[config.mk]
export PLATFORM = sky130hd
export DESIGN_NAME = lif_layer_scheduler
export DESIGN_NICKNAME = d
export VERILOG_FILES = /design/src/rtl/neuron_pkg.sv /design/src/rtl/lif_update_core.sv /design/src/rtl/lif_layer_scheduler.sv
export SDC_FILE = /design/constraint.sdc
export NUM_CORES = 1
export LEC_CHECK = 0
export ABC_AREA = 1
export BUFFER_PORTS_ARGS = -buffer_cell sky130_fd_sc_hd__clkbuf_2
export CAP_MARGIN = 30
export CORE_ASPECT_RATIO = 0.7
export CORE_MARGIN = 2
export CORE_UTILIZATION = 50
export CTS_CLUSTER_SIZE = 20
export DETAILED_ROUTE_END_ITERATION = 8
export GPL_ROUTABILITY_DRIVEN = 0
export PLACE_DENSITY = 0.69
export RECOVER_POWER = 25
export SETUP_SLACK_MARGIN = 0.3
export SYNTH_ARGS = -nofsm -noshare
export SYNTH_HDL_FRONTEND = slang
export SYNTH_HIERARCHICAL = 1
export SYNTH_SLANG_ARGS = --single-unit
[constraint.sdc]
create_clock -name clk -period 4.5 [get_ports clk]
set_input_delay 0.45 -clock clk [delete_from_list [all_inputs] [get_ports clk]]
set_output_delay 0.45 -clock clk [all_outputs]
set_load 0.1 [all_outputs]
[src/rtl/neuron_pkg.sv]
// Shared types for the LIF layer scheduler and its update core.
package neuron_pkg;

  typedef logic [7:0]  leak_t;
  typedef logic [15:0] membrane_t;

  typedef enum logic [1:0] {
    IDLE,
    RUN,
    DONE
  } sched_state_e;

endpackage

[src/rtl/lif_update_core.sv]
// Combinational leaky-integrate-and-fire update for a single neuron:
// subtractive leak floored at zero, saturating spike integration, threshold fire.
module lif_update_core
  import neuron_pkg::*;
#(
  parameter membrane_t WEIGHT    = 16'd64,
  parameter membrane_t THRESHOLD = 16'd256
) (
  input  membrane_t v,
  input  leak_t     leak,
  input  logic      spike,
  output membrane_t v_next,
  output logic      fire
);

  membrane_t   leak_ext;
  membrane_t   v_leaked;
  logic [16:0] v_sum;
  membrane_t   v_int;

  // Leak, integrate with saturation, then compare against the firing threshold
  always_comb begin
    leak_ext = membrane_t'(leak);
    v_leaked = (v > leak_ext) ? (v - leak_ext) : '0;
    v_sum    = {1'b0, v_leaked} + {1'b0, (spike ? WEIGHT : 16'd0)};
    v_int    = v_sum[16] ? 16'hFFFF : v_sum[15:0];
    fire     = (v_int >= THRESHOLD);
    v_next   = fire ? '0 : v_int;
  end

endmodule

[src/rtl/lif_layer_scheduler.sv]
// Time-multiplexed LIF layer: one shared update core swept across all neurons,
// one neuron per cycle, with a captured spike vector and leak per timestep.
module lif_layer_scheduler
  import neuron_pkg::*;
#(
  parameter int        NUM_NEURONS = 8,
  parameter int        IDX_W       = $clog2(NUM_NEURONS),
  parameter membrane_t WEIGHT      = 16'd64,
  parameter membrane_t THRESHOLD   = 16'd256
) (
  input  logic                   clk,
  input  logic                   rst,
  input  logic                   start,
  input  logic [NUM_NEURONS-1:0] spike_in,
  input  leak_t                  leak_factor,
  input  logic                   clear_mem,
  output logic                   busy,
  output logic                   done,
  output logic [NUM_NEURONS-1:0] spike_out,
  output logic                   start_dropped,
  input  logic [IDX_W-1:0]       rd_idx,
  output membrane_t              rd_potential
);

  sched_state_e           state_reg, state_next;
  logic [IDX_W-1:0]       idx_reg;
  logic [NUM_NEURONS-1:0] spike_cap_reg;
  leak_t                  leak_cap_reg;
  logic [NUM_NEURONS-1:0] spike_work_reg;
  logic [NUM_NEURONS-1:0] spike_out_reg;
  logic                   done_reg;
  membrane_t              potential_reg [NUM_NEURONS];

  logic                   last_idx;
  membrane_t              v_next;
  logic                   fire;

  assign last_idx = (idx_reg == IDX_W'(NUM_NEURONS - 1));

  lif_update_core #(
    .WEIGHT    (WEIGHT),
    .THRESHOLD (THRESHOLD)
  ) u_core (
    .v      (potential_reg[idx_reg]),
    .leak   (leak_cap_reg),
    .spike  (spike_cap_reg[idx_reg]),
    .v_next (v_next),
    .fire   (fire)
  );

  // Next-state logic; clear_mem takes priority over start in IDLE
  always_comb begin
    state_next = state_reg;
    case (state_reg)
      IDLE: begin
        if (!clear_mem && start) begin
          state_next = RUN;
        end
      end
      RUN: begin
        if (last_idx) begin
          state_next = DONE;
        end
      end
      DONE:    state_next = IDLE;
      default: state_next = IDLE;
    endcase
  end

  // State register, sweep index, captured inputs, membrane array and spike vectors
  always_ff @(posedge clk) begin
    if (rst) begin
      state_reg      <= IDLE;
      idx_reg        <= '0;
      spike_cap_reg  <= '0;
      leak_cap_reg   <= '0;
      spike_work_reg <= '0;
      spike_out_reg  <= '0;
      done_reg       <= 1'b0;
      for (int i = 0; i < NUM_NEURONS; i++) begin
        potential_reg[i] <= '0;
      end
    end else begin
      state_reg <= state_next;
      // done rises together with the newly published spike_out
      done_reg  <= (state_reg == DONE);
      case (state_reg)
        IDLE: begin
          if (clear_mem) begin
            for (int i = 0; i < NUM_NEURONS; i++) begin
              potential_reg[i] <= '0;
            end
          end else if (start) begin
            spike_cap_reg <= spike_in;
            leak_cap_reg  <= leak_factor;
            idx_reg       <= '0;
          end
        end
        RUN: begin
          potential_reg[idx_reg]  <= v_next;
          spike_work_reg[idx_reg] <= fire;
          if (!last_idx) begin
            idx_reg <= idx_reg + IDX_W'(1);
          end
        end
        DONE: begin
          spike_out_reg <= spike_work_reg;
        end
        default: ;
      endcase
    end
  end

  assign busy          = (state_reg != IDLE);
  assign done          = done_reg;
  assign spike_out     = spike_out_reg;
  assign start_dropped = start && busy && !rst;
  assign rd_potential  = potential_reg[rd_idx];

endmodule

# After elaboration in Yosys (flattened, before gate mapping)
# Memory sizes are Yosys's and may differ from the RTL's. A register that Yosys moved wholly into a read port is not among the register bits.
# Index checks and enable logic that the tools add are counted.
[totals]
ram_bits = 128
mem_count = 1
regBits = 38
inputBits = 23
wordCells = 83
[mem_list]
columns = ["name", "words", "width", "read_ports", "rd_clocked_by_memory_dff", "write_ports", "line_no", "rtl"]
rows = [
  ["potential_reg", 8, 16, 2, 1, 8, "lif_layer_scheduler.sv:32", "membrane_t potential_reg [NUM_NEURONS];"],
]
[op_classes]
n_reduce_logical = 13
eq_ne = 8
muxes = 38
n_bitwise = 9
n_addsub = 3
order_cmp = 4
[op_table]
columns = ["op", "count"]
rows = [
  ["16-bit 2-to-1 mux", 12],
  ["3-bit 2-to-1 mux", 6],
  ["16-bit by 16-bit adder with 17-bit output", 1],
  ["16-bit by 9-bit >= comparator with 1-bit output, second input constant", 1],
  ["16-bit by 8-bit > comparator with 1-bit output", 1],
  ["16-bit OR reduction", 1],
  ["16-bit by 8-bit subtractor with 16-bit output", 1],
  ["1-bit 2-to-1 mux", 12],
  ["2-bit != test, second input constant", 5],
  ["8-bit bitwise mux", 1],
  ["1-bit bitwise OR", 8],
  ["7-bit 2-to-1 mux", 1],
  ["3-bit one-hot mux with 2 select lines", 1],
  ["1-bit logical AND", 4],
  ["3-bit by 4-bit less-than comparator with 1-bit output, second input constant", 1],
  ["2-bit 2-to-1 mux", 2],
  ["2-bit one-hot mux with 2 select lines", 1],
  ["4-bit AND reduction", 1],
  ["2-bit nonzero test", 2],
  ["3-bit by 1-bit adder with 3-bit output, second input constant", 1],
  ["1-bit binary-select mux with 3-bit select", 1],
  ["1-bit demux with 3-bit select", 1],
  ["3-bit equality test, second input constant", 1],
  ["3-bit by 1-bit >= comparator with 1-bit output, second input constant", 1],
  ["other kinds (7)", 8],
]

# Logic depth before layout (Yosys ltp)
[depth]
word_depth = 8
ltp_mapped = 34

# Hierarchy
# The synthesis kept the hierarchy.
[modules_own_cells]
columns = ["mod", "instances", "cells_per_inst", "area_per_inst_um2", "seq_area_each_um2"]
rows = [
  ["lif_layer_scheduler", 1, 1268, 9261.4, 4664.5],
  ["lif_update_core", 1, 241, 1246.2, 0.0],
]

# Worst setup path after synthesis
# No wires, ideal clock.
[synth_path]
kind = "register -> register"
startpoint = "register (tool-made name)"
endpoint = "memory potential_reg[0][6] in the netlist's numbering (data pin)"
path_stages_with_launch = 32
synth_period_minus_slack_ns = 3.924
path_slack_ns = 0.576
arrival_ns = 3.664
t_required_ns = 4.240
cell_sequence = "dfxtp_1 > clkbuf_1 > clkbuf_1 > nand3_1 > nand2_1 > nand2_1 > nand2_1 > inv_1 > ha_1 > fa_1 > inv_1 > nand2_1 > nand2_1 > nand3_4 > nand2_4 > nand2_2 > nand2_4 > inv_2 > nor2_1 > ha_1 > ha_1 > nand3_1 > nor2_2 > nand2_1 > inv_2 > nand3_1 > nand3_1 > nor2_2 > nand2_4 > nor2_2 > inv_1 > nor2_1"
[synth_rtl]
columns = ["element", "line_no"]
rows = [
  ["end, declared", "lif_layer_scheduler.sv:32"],
]

==> results.cfg <==
[global_route]
grt_start_max_net_pins = 65
grt_first_pass_wirelength_um = 48300
number_of_antenna_violations_at_the_first_check_in_global_routing = 0
globalRouteOverflowTotal = 0
vias_in_the_first_global_route = 8824
grt_util_all_layers = 0.283

[synth]
synth.ff_latch_count = 169
dominant_combinational_cell_family_by_area_after_synthesis = simple AND/OR/NAND/NOR gates
netlist-cell-type-count = 32
post_synth_xor_area_fraction = 0.00250
synth.avg_cell_area_um2 = 6.96
yosysSeqAreaShare = 0.444
syn-cell-area_um2 = 10500
multiplexer_fraction_of_the_synthesized_cell_area = 0
synthesized_area_fraction_occupied_by_ao_oa_aoi_and_oai_cells = 0.0206
synth-warning-count = 6
synthesis.instances = 1509
yosys.area_share.simple = 0.402
synth_adder_area_share = 0.0162

[run_status]
run_status = completed

[timing]
final_critical_path_setup_slack_ns = 0.411
layout_worst_path_cycle_share = 0.909
clock.fmax_mhz = 245
grt_setup_unrepaired = no
layout_min_cycle_time_ns = 4.09
worst-slew-pin-transition_ns = 1.17
report.final.setup_viol = 0
fin_skew_ns = 0.0123
finalHoldViolCount = 0
hold_ws_ns = 0.266
finalMaxSlewViolations = 0
timing.max_slew.rel_slack = 0.226
tns_ns = 0

[placement]
hpwl_um = 19600
preCtsSetupSlack_ns = 0.277
place_area_um2 = 11000
io_buffers = 49

[floorplanning]
chipHeight_um = 125
start_util = 0.508
fp.dieArea_um2 = 22200
boundaryPins = 50
rows = 44
die_w_um = 177
placeableCoreArea_um2 = 20700

[route]
drc = 0
vias_per_cell = 5.36
detailedRoute.firstIterationViolations = 1570
drtPass1Iterations = 6
postRouteAntennaNets = 0
routed_wl_um = 32000
route.detailed.wl_per_inst_um = 17.3
vias = 9909

[clock_tree]
number_of_clock_sinks_seen_by_cts = 169
tritoncts = built
cts.clk_slew.worst_paths_ns = 0.07
cts_hold_repair.buffers = 0
clock_insertion_delay_worst_skew_ns = 0.44
cts_htree_levels = 4
clockRootBuffer = sky130_fd_sc_hd__clkbuf_16
clockBufferDepth = 2
cts-buffers-inserted = 17

[setup_path]
worst_path_max_delay_cell = sky130_fd_sc_hd__dfxtp_4
cp_data_required_time_ns = 4.83
cp_max_fo = 12
critPathCaptureType = flop
timing.reg2reg.worst_path_depth = 32
timing.rr.end = spike_work_reg[1]
critical_path_arrival_ns = 4.42
path_class = reg2reg
setup.reg_to_reg.worst_slack_ns = 0.41
critical_path.startpoint_type = flop
path_common_cell = sky130_fd_sc_hd__nand2_1
endpoint = spike_work_reg[1]
critical-path-max-stage-delay_ns = 0.40

[layout]
design_area_um2 = 12100
post_route_cells_drive_above_1_share = 0.133
fin_nets = 1594
final_common_cell = sky130_fd_sc_hd__nand2_1
num_antenna_cells = 0
layout_common_cells = sky130_fd_sc_hd__nand2_1, sky130_fd_sc_hd__nor2_1, sky130_fd_sc_hd__inv_1, sky130_fd_sc_hd__nand3_1, sky130_fd_sc_hd__edfxtp_1
largest_register_ffs = 128
area_delta_synth_final_pct = 15.0

[flow_run]
count_of_max_cap_constraint_violations = 0

[hold_path]
hold_path_class = in2reg

[pwr]
cellPowerDensity_nw_per_um2 = 400
vdd.ir_drop.worst_mv = 0.200
power.static_leakage_uw = 0.00584
per-stage QoR:
stage,util,std cells,power [uW]
final,0.584,1847,4830
after global routing,0.584,1847,5030
after CTS,0.564,1831,4660
after detailed placement,0.534,1798,3080
after global placement,0.530,1794,3060
after floorplan,-,1516,2740
power by group:
part           leakage, uW  internal (uW)  total, uW  switching (uW)
Clock             0.000306            936       1590             658
Combinational      0.00379            430       1450            1020
Sequential         0.00174           1760       1790            37.0
cell type report:
class	count	area, um2
Clock buffer	18	429
Sequential cell	169	4670
Clock inverter	14	196
Multi-Input combinational cell	1065	4830
Tap cell	276	345
Inverter	209	811
Timing Repair Buffer	96	797
Fill cell	1927	8610
repair_timing:
item | CTS | global route
gates resized for setup | 10 | 52
setup buffers | 0 | 10
gates cloned | 1 | 6
setup endpoints to repair | 72 | 72
pin swaps | 1 | 9
Yosys cell counts:
master                     instances  area share
sky130_fd_sc_hd__a31oi_1           1     0.00060
sky130_fd_sc_hd__clkbuf_1         28       0.010
sky130_fd_sc_hd__buf_6             9      0.0096
sky130_fd_sc_hd__nand3b_1          1     0.00071
sky130_fd_sc_hd__a21boi_0          1     0.00071
sky130_fd_sc_hd__nor3_1            3      0.0014
sky130_fd_sc_hd__nand3_2           2      0.0019
sky130_fd_sc_hd__conb_1            1     0.00036
sky130_fd_sc_hd__dfxtp_1          41       0.078
sky130_fd_sc_hd__nand3_1         178       0.085
sky130_fd_sc_hd__nand2_4           7      0.0075
sky130_fd_sc_hd__nand3_4           2      0.0033
sky130_fd_sc_hd__ha_1             12       0.014
sky130_fd_sc_hd__buf_2            26       0.012
sky130_fd_sc_hd__or2_2             2      0.0012
sky130_fd_sc_hd__inv_2             9      0.0032
sky130_fd_sc_hd__nand2_2           9      0.0054
sky130_fd_sc_hd__o21ai_0          12      0.0057
sky130_fd_sc_hd__nand4_1           7      0.0042
sky130_fd_sc_hd__xor2_1            3      0.0025
sky130_fd_sc_hd__fa_1              1      0.0019
sky130_fd_sc_hd__edfxtp_1        128        0.37
sky130_fd_sc_hd__a21oi_1          25       0.012
sky130_fd_sc_hd__inv_1           199       0.071
sky130_fd_sc_hd__buf_4            11      0.0079
sky130_fd_sc_hd__nor2_4            6      0.0064
sky130_fd_sc_hd__nand2_1         550        0.20
sky130_fd_sc_hd__nor2_1          209       0.075
sky130_fd_sc_hd__nor4_1            1     0.00060
sky130_fd_sc_hd__nor2_2           22       0.013
sky130_fd_sc_hd__a21oi_2           2      0.0017
sky130_fd_sc_hd__inv_4             1     0.00060
critical path: cells and delay by family, from the launching register on:
family / cells / cell delay, ns
xor gates and xnor gates: 1 / 0.17
and+or+nand+nor: 23 / 2.08
DFF: 1 / 0.40
adders and majority gates: 3 / 0.70
buffers and inverters: 5 / 0.62
cell families (layout without fill, tap and decap cells):
group	Yosys count	after routing
AND/OR/NAND/NOR	999	1000
buffers and inverters	283	337
flip-flops	169	169
AO/OA/AOI/OAI	41	41
adder cells (fa/ha/maj)	13	13
XOR/XNOR	3	3
other	1	8
routing by layer:
metal / GRT usage / wire (um) / vias up
li1: - / - / 4749
met5: 0 / 0 / -
met1: 0.409 / 13400 / 4519
met2: 0.423 / 14200 / 557
met4: 0.105 / 856 / 0
met3: 0.0557 / 3600 / 84
how the worst min path moves through the flow:
stage | end | start | cells past startpoint
2_1_floorplan | leak_cap_reg[4] | leak_cap_reg[4] | 2
3_5_place_dp | leak_cap_reg[2] | leak_cap_reg[2] | 2
5_1_grt | leak_cap_reg[3] | leak_factor[3] | 3
6_report | spike_cap_reg[0] | spike_in[0] | 3
3_3_place_gp | leak_cap_reg[6] | leak_cap_reg[6] | 2
4_1_cts | spike_cap_reg[0] | spike_in[0] | 3
(Power assumes the default switching activity.)
